[src/rtl/uart_pkg.sv]
// Shared definitions for the UART transmit arbiter: FSM state encoding,
// byte width and default timing constants.
package uart_pkg;

    localparam int UART_DATA_W             = 8;
    localparam int UART_GAP_CYCLES_DEF     = 2;
    localparam int UART_TIMEOUT_CYCLES_DEF = 20000;

    typedef enum logic [1:0] {
        ST_IDLE      = 2'd0,
        ST_ISSUE     = 2'd1,
        ST_WAIT_DONE = 2'd2,
        ST_GAP       = 2'd3
    } uart_arb_state_t;

endpackage

[src/rtl/uart_rr_picker.sv]
// Combinational round-robin picker: scans the valid vector starting one
// position after last_grant_i and returns the first set index.
module uart_rr_picker #(
    parameter int NUM_REQ = 4
) (
    input  logic [NUM_REQ-1:0]         valid_i,
    input  logic [$clog2(NUM_REQ)-1:0] last_grant_i,
    output logic                       any_o,
    output logic [$clog2(NUM_REQ)-1:0] winner_o
);

    localparam int IDX_W = $clog2(NUM_REQ);

    int               idx;
    logic [IDX_W-1:0] sel;

    // Walk candidates from farthest to nearest so the nearest valid one wins.
    always_comb begin
        any_o    = 1'b0;
        winner_o = '0;
        idx      = 0;
        sel      = '0;
        for (int k = NUM_REQ - 1; k >= 0; k--) begin
            idx = (int'(last_grant_i) + 1 + k) % NUM_REQ;
            sel = IDX_W'(idx);
            if (valid_i[sel]) begin
                any_o    = 1'b1;
                winner_o = sel;
            end
        end
    end

endmodule

[src/rtl/uart_tx_arbiter.sv]
// Round-robin arbiter sharing one UART transmitter among NUM_REQ requesters.
// Optional tx_done watchdog enabled by defining UART_ARB_TIMEOUT_EN.
module uart_tx_arbiter
    import uart_pkg::*;
#(
    parameter int NUM_REQ        = 4,
    parameter int GAP_CYCLES     = UART_GAP_CYCLES_DEF,
    parameter int TIMEOUT_CYCLES = UART_TIMEOUT_CYCLES_DEF
) (
    input  logic                           clk,
    input  logic                           rst,
    input  logic [NUM_REQ-1:0]             req_valid,
    input  logic [UART_DATA_W*NUM_REQ-1:0] req_data,
    output logic [NUM_REQ-1:0]             req_ready,
    output logic                           tx_start,
    output logic [UART_DATA_W-1:0]         tx_data,
    input  logic                           tx_done,
    output logic [$clog2(NUM_REQ)-1:0]     grant_id,
    output logic                           busy,
    output logic                           err_timeout
);

    localparam int IDX_W = $clog2(NUM_REQ);
    localparam int GAP_W = (GAP_CYCLES > 1) ? $clog2(GAP_CYCLES) : 1;

    uart_arb_state_t        state_q, state_d;
    logic [UART_DATA_W-1:0] tx_data_q, tx_data_d;
    logic [IDX_W-1:0]       grant_q, grant_d;
    logic [IDX_W-1:0]       last_q, last_d;
    logic [GAP_W-1:0]       gap_cnt_q, gap_cnt_d;

    logic             pick_any;
    logic [IDX_W-1:0] pick_winner;
    logic             grant_now;
    logic             gap_last;
    logic             wd_expired;

    uart_rr_picker #(.NUM_REQ(NUM_REQ)) u_picker (
        .valid_i      (req_valid),
        .last_grant_i (last_q),
        .any_o        (pick_any),
        .winner_o     (pick_winner)
    );

    // A grant is only issued out of reset, so req_ready stays low while rst is asserted.
    assign grant_now = (state_q == ST_IDLE) && pick_any && rst;
    assign gap_last  = (int'(gap_cnt_q) == GAP_CYCLES - 1);

`ifdef UART_ARB_TIMEOUT_EN
    localparam int WD_W = $clog2(TIMEOUT_CYCLES + 1);

    logic [WD_W-1:0] wd_cnt_q, wd_cnt_d;
    logic            err_q;

    // The watchdog fires on the TIMEOUT_CYCLES-th WAIT_DONE cycle; tx_done on that cycle wins.
    assign wd_expired = (state_q == ST_WAIT_DONE) && !tx_done &&
                        (wd_cnt_q == WD_W'(TIMEOUT_CYCLES - 1));
    assign wd_cnt_d   = (state_q == ST_WAIT_DONE) ? wd_cnt_q + WD_W'(1) : '0;

    // Watchdog counter and one-cycle abort pulse, visible as the FSM lands in IDLE.
    always_ff @(posedge clk) begin
        if (!rst) begin
            wd_cnt_q <= '0;
            err_q    <= 1'b0;
        end else begin
            wd_cnt_q <= wd_cnt_d;
            err_q    <= wd_expired;
        end
    end

    assign err_timeout = err_q;
`else
    localparam int unused_timeout = TIMEOUT_CYCLES;

    assign wd_expired  = 1'b0;
    assign err_timeout = 1'b0;
`endif

    // State register.
    always_ff @(posedge clk) begin
        if (!rst) begin
            state_q <= ST_IDLE;
        end else begin
            state_q <= state_d;
        end
    end

    // Next-state logic.
    always_comb begin
        state_d = state_q;
        case (state_q)
            ST_IDLE:      if (pick_any) state_d = ST_ISSUE;
            ST_ISSUE:     state_d = ST_WAIT_DONE;
            ST_WAIT_DONE: begin
                if (tx_done)         state_d = (GAP_CYCLES > 0) ? ST_GAP : ST_IDLE;
                else if (wd_expired) state_d = ST_IDLE;
            end
            ST_GAP:       if (gap_last) state_d = ST_IDLE;
            default:      state_d = ST_IDLE;
        endcase
    end

    // Latch the winner's byte and index on grant; remember who finished last.
    always_comb begin
        tx_data_d = tx_data_q;
        grant_d   = grant_q;
        last_d    = last_q;
        gap_cnt_d = '0;
        if (grant_now) begin
            grant_d = pick_winner;
            for (int i = 0; i < NUM_REQ; i++) begin
                if (pick_winner == IDX_W'(i)) tx_data_d = req_data[i*UART_DATA_W +: UART_DATA_W];
            end
        end
        if ((state_q == ST_WAIT_DONE) && (tx_done || wd_expired)) last_d = grant_q;
        if (state_q == ST_GAP) gap_cnt_d = gap_cnt_q + GAP_W'(1);
    end

    // Datapath registers; last grant resets to NUM_REQ-1 so requester 0 goes first.
    always_ff @(posedge clk) begin
        if (!rst) begin
            tx_data_q <= '0;
            grant_q   <= '0;
            last_q    <= IDX_W'(NUM_REQ - 1);
            gap_cnt_q <= '0;
        end else begin
            tx_data_q <= tx_data_d;
            grant_q   <= grant_d;
            last_q    <= last_d;
            gap_cnt_q <= gap_cnt_d;
        end
    end

    // Output decode from state and the current grant decision.
    always_comb begin
        req_ready = '0;
        if (grant_now) req_ready[pick_winner] = 1'b1;
        tx_start  = (state_q == ST_ISSUE);
        busy      = (state_q != ST_IDLE);
    end

    assign tx_data  = tx_data_q;
    assign grant_id = grant_q;

endmodule
[config.mk]
export PLATFORM = sky130hd
export DESIGN_NAME = uart_tx_arbiter
export DESIGN_NICKNAME = d
export VERILOG_FILES = /design/src/rtl/uart_pkg.sv /design/src/rtl/uart_rr_picker.sv /design/src/rtl/uart_tx_arbiter.sv
export SDC_FILE = /design/constraint.sdc
export NUM_CORES = 1
export LEC_CHECK = 0
export BUFFER_PORTS_ARGS = -buffer_cell sky130_fd_sc_hd__buf_4
export CAP_MARGIN = 0
export CORE_UTILIZATION = 41
export DETAILED_ROUTE_END_ITERATION = 8
export PLACE_DENSITY = 0.76
export SLEW_MARGIN = 0
export SYNTH_ARGS = -nofsm -noshare
export SYNTH_HDL_FRONTEND = slang
export SYNTH_SLANG_ARGS = --single-unit
[constraint.sdc]
create_clock -name clk -period 1.65 [get_ports clk]
set_input_delay 0.165 -clock clk [delete_from_list [all_inputs] [get_ports clk]]
set_output_delay 0.165 -clock clk [all_outputs]
set_load 0.05 [all_outputs]
==> results of run 1 <==
metrics by stage:
stage,cells,instance area (um2),util (%),TNS (ns)
finish,203,1680,76.1,-0.411
global route,203,1680,76.1,-0.886
CTS,199,1610,72.7,-0.221
detailed placement,185,1470,66.4,0
global placement,185,1470,66.4,0
floorplan,103,1030,-,-0.324
timing repair:
| action | CTS | global route |
|---|---|---|
| gates resized for setup | 12 | 10 |
| buffers inserted | 10 | 4 |
| pin swaps | 4 | 4 |
| setup endpoints to repair | 4 | 9 |
worst max-delay path by stage:
stage	endpoint	start	depth (start not counted)	slack [ns]
2_1_floorplan	req_ready[3]	state_q[1]	6	-0.1
3_5_place_dp	state_q[0]	state_q[0]	5	0.006
6_report	req_ready[3]	state_q[1]	7	-0.11
3_3_place_gp	state_q[1]	state_q[0]	6	0.11
5_1_grt	req_ready[3]	state_q[0]	7	-0.17
4_1_cts	req_ready[3]	last_q[0]	7	-0.08
flip-flops by register name (all words and copies together), names as in the netlist:
signal	count
state_q	2
last_q	2
gap_cnt_q	1
tx_data	8
grant_id	2
cell usage after synthesis (all sizes together):
master / n / share of area [%]
nor2b: 6 / 4.4
nor2: 13 / 5.6
nand2: 11 / 4.3
nor4: 1 / 1.3
and3: 1 / 0.65
conb: 1 / 0.39
nand3b: 1 / 1.2
nand3: 5 / 3.1
inv: 7 / 2.7
buf: 3 / 3.5
mux2i: 18 / 19
o221ai: 8 / 7.3
o311ai: 1 / 2.7
a222oi: 1 / 1.0
ha: 5 / 6.5
o21ai: 3 / 2.3
a21oi: 1 / 0.52
dfxtp: 15 / 31
a211oi: 2 / 2.1
layout make-up:
| type | count | area, um2 | area share (%) |
|---|---|---|---|
| well taps | 28 | 35.0 | 2.08 |
| repair buffers | 71 | 572 | 34.0 |
| clock buffers | 3 | 22.5 | 1.34 |
| flip-flops and latches | 15 | 310 | 18.4 |
| inverters | 7 | 32.5 | 1.93 |
| clock inverters | 1 | 5.00 | 0.297 |
| multi-input cells | 78 | 707 | 42.0 |
cells by family (layout without fill, tap and decap cells):
logic type,count (synthesis),after routing
fa+ha+maj,5,5
other cells,1,1
mux,18,18
simple gates,38,38
buf+inv,10,82
flops,15,15
compound gates,16,16
worst max-delay path, stage by stage, from the launching register on:
cell and delay [ns]:
dfxtp_4 0.37, inv_4 0.06, ha_4 0.15, clkinvlp_4 0.12, nor2_4 0.18, nand3_4 0.14, nor2b_4 0.14, buf_8 0.15
where the power goes:
part	switching (mW)	leakage (nW)	total, mW	internal (mW)
Clock	0.129	0.0177	0.219	0.0903
Sequential	0.0865	0.124	0.583	0.496
Combinational	1.04	0.657	1.81	0.766
Total	1.26	0.798	2.61	1.35
metal layers:
metal	up-vias	track usage (%)	wire, um
met2	37	42.4	1490
met3	5	3.03	140
li1	511	-	-
met4	0	7.87	44
met1	477	25.6	1110
met5	-	0	0
==> flow_summary.ini, run 1 <==
[logic_synthesis]
syn_inst = 103
synth_fa_ha_area_share_pct = 6.53
synth_xor_area_share_pct = 0
synth-seq-area-share_pct = 31.3
yosys_warnings = 0
synth_top_family_by_area = simple AND/OR/NAND/NOR gates
synth_compound_area_share_pct = 16.1
synth_nets = 147
synth_area_per_cell_um2 = 9.31
synth_simple_gate_area_share_pct = 20.6
synthMuxAreaShare_pct = 18.8
synth.cell_area_um2 = 958
synth-seq-cells = 15
synth_cell_types = 26

[timing]
setup_violations = 4
hold_viol_final = 0
maxSlewViolCount = 0
fmax_mhz = 567
fin_skew_ns = 0.00571
timing.hold.ws_ns = 0.115
worst_slack_ns = -0.115
rsz0062_at_grt = true
period_minus_slack_ns = 1.76
period_share_pct = 107

[power]
peakVddDrop_mv = 1.11
p_total_mw = 2.61
p_per_area_mw_per_mm2 = 1550
p_leak_nw = 0.798

[final_layout]
antenna_cells = 0
drive_above_1_share_pct = 60.0
fillCellCount = 146
nNetsFinal = 220
final_common_cell = buf_4
layout_common_cells = 65 x buf_4, 18 x mux2i_1, 11 x nand2_1, 11 x dfxtp_1, 9 x nor2_1
syn_to_final_growth_pct = 75.7

[placed_design]
place_ws_ns = 0.00550
port_buffers = 54
place.gp.congestion = 0.784
dp_hpwl_mm = 1.97

[grt]
grt_pass1_wl_mm = 4.37
track_usage_pct = 22.6
grt_max_degree = 22
grt_pass1_vias = 1000
grt_antenna_before_repair = 0
gr-total-overflow = 0

[worst_setup_path]
crit_path_start_kind = register
r2r_start = state_q[1]
reg2regPathDepth = 9
crit_fanout = 4
timing.rr.end = tx_data[1]
r2r_setup_slack_ns = 0
arrival_ns = 1.60
worstSetupPathType = register to primary output
cp-end-kind = primary output
worstPathRequired_ns = 1.48

[routing]
firstDrtPassIters = 4
drc = 0
dr.first_iter.drc_count = 14
viasPerCell = 5.07
postRouteAntennaNets = 0
wl_per_cell_um = 13.7
wirelength_mm = 2.78
via_count = 1030

[clock_network]
clockRootBuffer = clkbuf_4
htreeDepth = 1
numCtsBuffers = 3
cts_max_path_buffers = 2
clk_latency_ns = 0.29
cts_sinks = 15
clk_pin_slew_ns = 0.09
cts_tree = done
holdBufCountCts = 0

[die]
core.rowCount = 17
die_height_um = 50.4
initial_core_util_pct = 43.3
ios = 56
core_mm2 = 0.00221
dieWidth_um = 50.4
dieArea_mm2 = 0.00254

[flow_run]
drv_cap = 0

[run_status]
violations = negative setup slack
outcome = finished with violations

[worst_hold_path]
worstHoldEndpoint = last_q[0]
holdCritPathClass = primary input to register
min_from = rst
worstHoldPathCells = 2
Power figures use the tool's default switching activity.
==> run 2: changes to the inputs <==
--- a/config.mk
+++ b/config.mk
@@ -11,4 +11,5 @@
 export DETAILED_ROUTE_END_ITERATION = 8
 export PLACE_DENSITY = 0.76
+export SETUP_SLACK_MARGIN = 0.02
 export SLEW_MARGIN = 0
 export SYNTH_ARGS = -nofsm -noshare
==> constraint.sdc (replaced) <==
create_clock -name clk -period 1.65 [get_ports clk]
set_input_delay 0.0825 -clock clk [delete_from_list [all_inputs] [get_ports clk]]
set_output_delay 0.0825 -clock clk [all_outputs]
set_load 0.05 [all_outputs]
==> run 2 against run 1 <==
- the run now ends clean
- via count rose by 1.6%
- die area did not move
- flip-flop and latch count did not move
- hold slack got worse by 0.089 ns
- critical endpoint is now req_ready[1]
- clock skew barely moved
- largest cell class unchanged
- final cell count rose by 3.0%
- critical path depth did not move
- utilization rose by 1.5 points
- non-clock buffer count rose by 6
- clock power rose by 5%
==> flow_summary.ini, run 2 (synthesis gave the netlist of run 1 again) <==
[run_status]
outcome = completed

[final_layout]
final_common_cell = buf_4
final_area_mm2 = 0.00172
fillCellCount = 170
syn_to_final_growth_pct = 79.1
antenna_cells = 0
drive_above_1_share_pct = 58.6
post-route-util_pct = 77.6
layout_common_cells = 71 x buf_4, 18 x mux2i_1, 11 x nand2_1, 11 x dfxtp_1
nNetsFinal = 226
largest_reg_flops = 8

[grt]
gr-total-overflow = 0
grt_pass1_wl_mm = 4.31
grt_max_degree = 22
grt_pass1_vias = 966
track_usage_pct = 22.6
grt_antenna_before_repair = 0

[power]
power.switching_mw = 1.26
p_per_area_mw_per_mm2 = 1550
p_comb_share_pct = 69.3
peakVddDrop_mv = 1.18
p_leak_nw = 0.828
power.share.switching_pct = 47.5
seq_power_share_pct = 22.1
power.share.clock_pct = 8.6
power.internal_mw = 1.40

[routing]
via_count = 1046
wirelength_mm = 2.90
postRouteAntennaNets = 0
viasPerCell = 5.00
firstDrtPassIters = 4
wl_per_cell_um = 13.9
dr.first_iter.drc_count = 14
drc = 0

[clock_network]
cts_tree = done
htreeDepth = 1
cts_max_path_buffers = 2
numCtsBuffers = 3
clk_latency_ns = 0.30
clk_pin_slew_ns = 0.09
clockRootBuffer = clkbuf_4
cts_sinks = 15

[timing]
fmax_mhz = 609
setup_violations = 0
period_minus_slack_ns = 1.64
hold_viol_final = 0
period_share_pct = 99.5
rsz0062_at_grt = true
maxSlewViolCount = 0
fin_skew_ns = 0.00532

[worst_setup_path]
worstSetupPathType = register to primary output
arrival_ns = 1.56
cp-end-kind = primary output
crit_fanout = 4
crit_path_start_kind = register
reg2regPathDepth = 6
worstPathRequired_ns = 1.57
r2r_start = state_q[0]
timing.rr.end = state_q[0]
r2r_setup_slack_ns = 0.06

[placed_design]
place_area_mm2 = 0.00145
port_buffers = 54
dp_hpwl_mm = 1.98
place.gp.congestion = 0.811

[die]
core_mm2 = 0.00221
ios = 56
initial_core_util_pct = 43.3
core.rowCount = 17
dieWidth_um = 50.4
die_height_um = 50.4
dieArea_mm2 = 0.00254

[worst_hold_path]
worstHoldPathCells = 2
min_from = rst
worstHoldEndpoint = last_q[0]
holdCritPathClass = primary input to register

[flow_run]
drv_cap = 0
## run 2: per-layer routing
| layer | global-route usage, % | wire length, um | share of wire [%] | vias up |
|---|---|---|---|---|
| met4 | 6.94 | 60 | 2.1 | 0 |
| li1 | - | - | - | 525 |
| met5 | 0 | 0 | 0 | - |
| met3 | 3.33 | 126 | 4.3 | 7 |
| met2 | 42.0 | 1500 | 52 | 31 |
| met1 | 26.3 | 1220 | 42 | 483 |
## run 2: area by class of cell
cell class	count	area, um2	share of cell area (%)
repair buffers	77	627	36.5
flip-flops and latches	15	310	18.1
well taps	28	35.0	2.04
multi-input cells	78	679	39.6
clock buffers	3	22.5	1.31
inverters	7	35.0	2.04
clock inverters	1	7.51	0.437
## run 2: how the worst max path moves through the flow
| stage | startpoint | to | slack, ns | cells past startpoint |
|---|---|---|---|---|
| floorplan | state_q[1] | req_ready[3] | -0.01 | 6 |
| global placement | state_q[0] | state_q[1] | 0.11 | 6 |
| detailed placement | state_q[0] | state_q[0] | -0.05 | 5 |
| CTS | last_q[0] | req_ready[3] | -0.007 | 7 |
| global route | state_q[0] | req_ready[1] | -0.06 | 7 |
| finish | state_q[0] | req_ready[1] | 0.009 | 7 |
## run 2: timing repair
action | in CTS | in global routing
endpoints found under the hold margin | 0 | 0
buffers inserted | 12 | 9
resized for setup | 9 | 8
endpoints found under the setup margin | 6 | 8
hold buffers | 0 | 0
cloned | 0 | 1
pin swaps | 7 | 6
## run 2: power groups by stage
stage	sequential (mW)	clock [mW]	combinational (mW)
after floorplan	0.851	0	0.809
after global placement	0.571	0	1.45
after detailed placement	0.575	0	1.49
after CTS	0.574	0.230	1.66
after global routing	0.605	0.244	1.96
final	0.589	0.229	1.84
## run 2: per-stage QoR
stage               setup TNS, ns  hold WS (ns)  power, mW  cells  setup WS (ns)
global route               -0.200        0.0320       2.81    209        -0.0551
floorplan                 -0.0224         0.154       1.66    103        -0.0147
global placement                0         0.326       2.02    183          0.107
finish                          0        0.0262       2.66    209        0.00881
detailed placement        -0.0455         0.333       2.06    183        -0.0455
CTS                       -0.0142        0.0266       2.47    199       -0.00671
## run 2: critical path, stage by stage, from the launching register on
cell	delay, ns
dfxtp_4	0.37
inv_4	0.07
ha_4	0.14
clkinvlp_4	0.10
nor2_4	0.16
nand3b_4	0.14
nor2b_4	0.13
buf_6	0.16
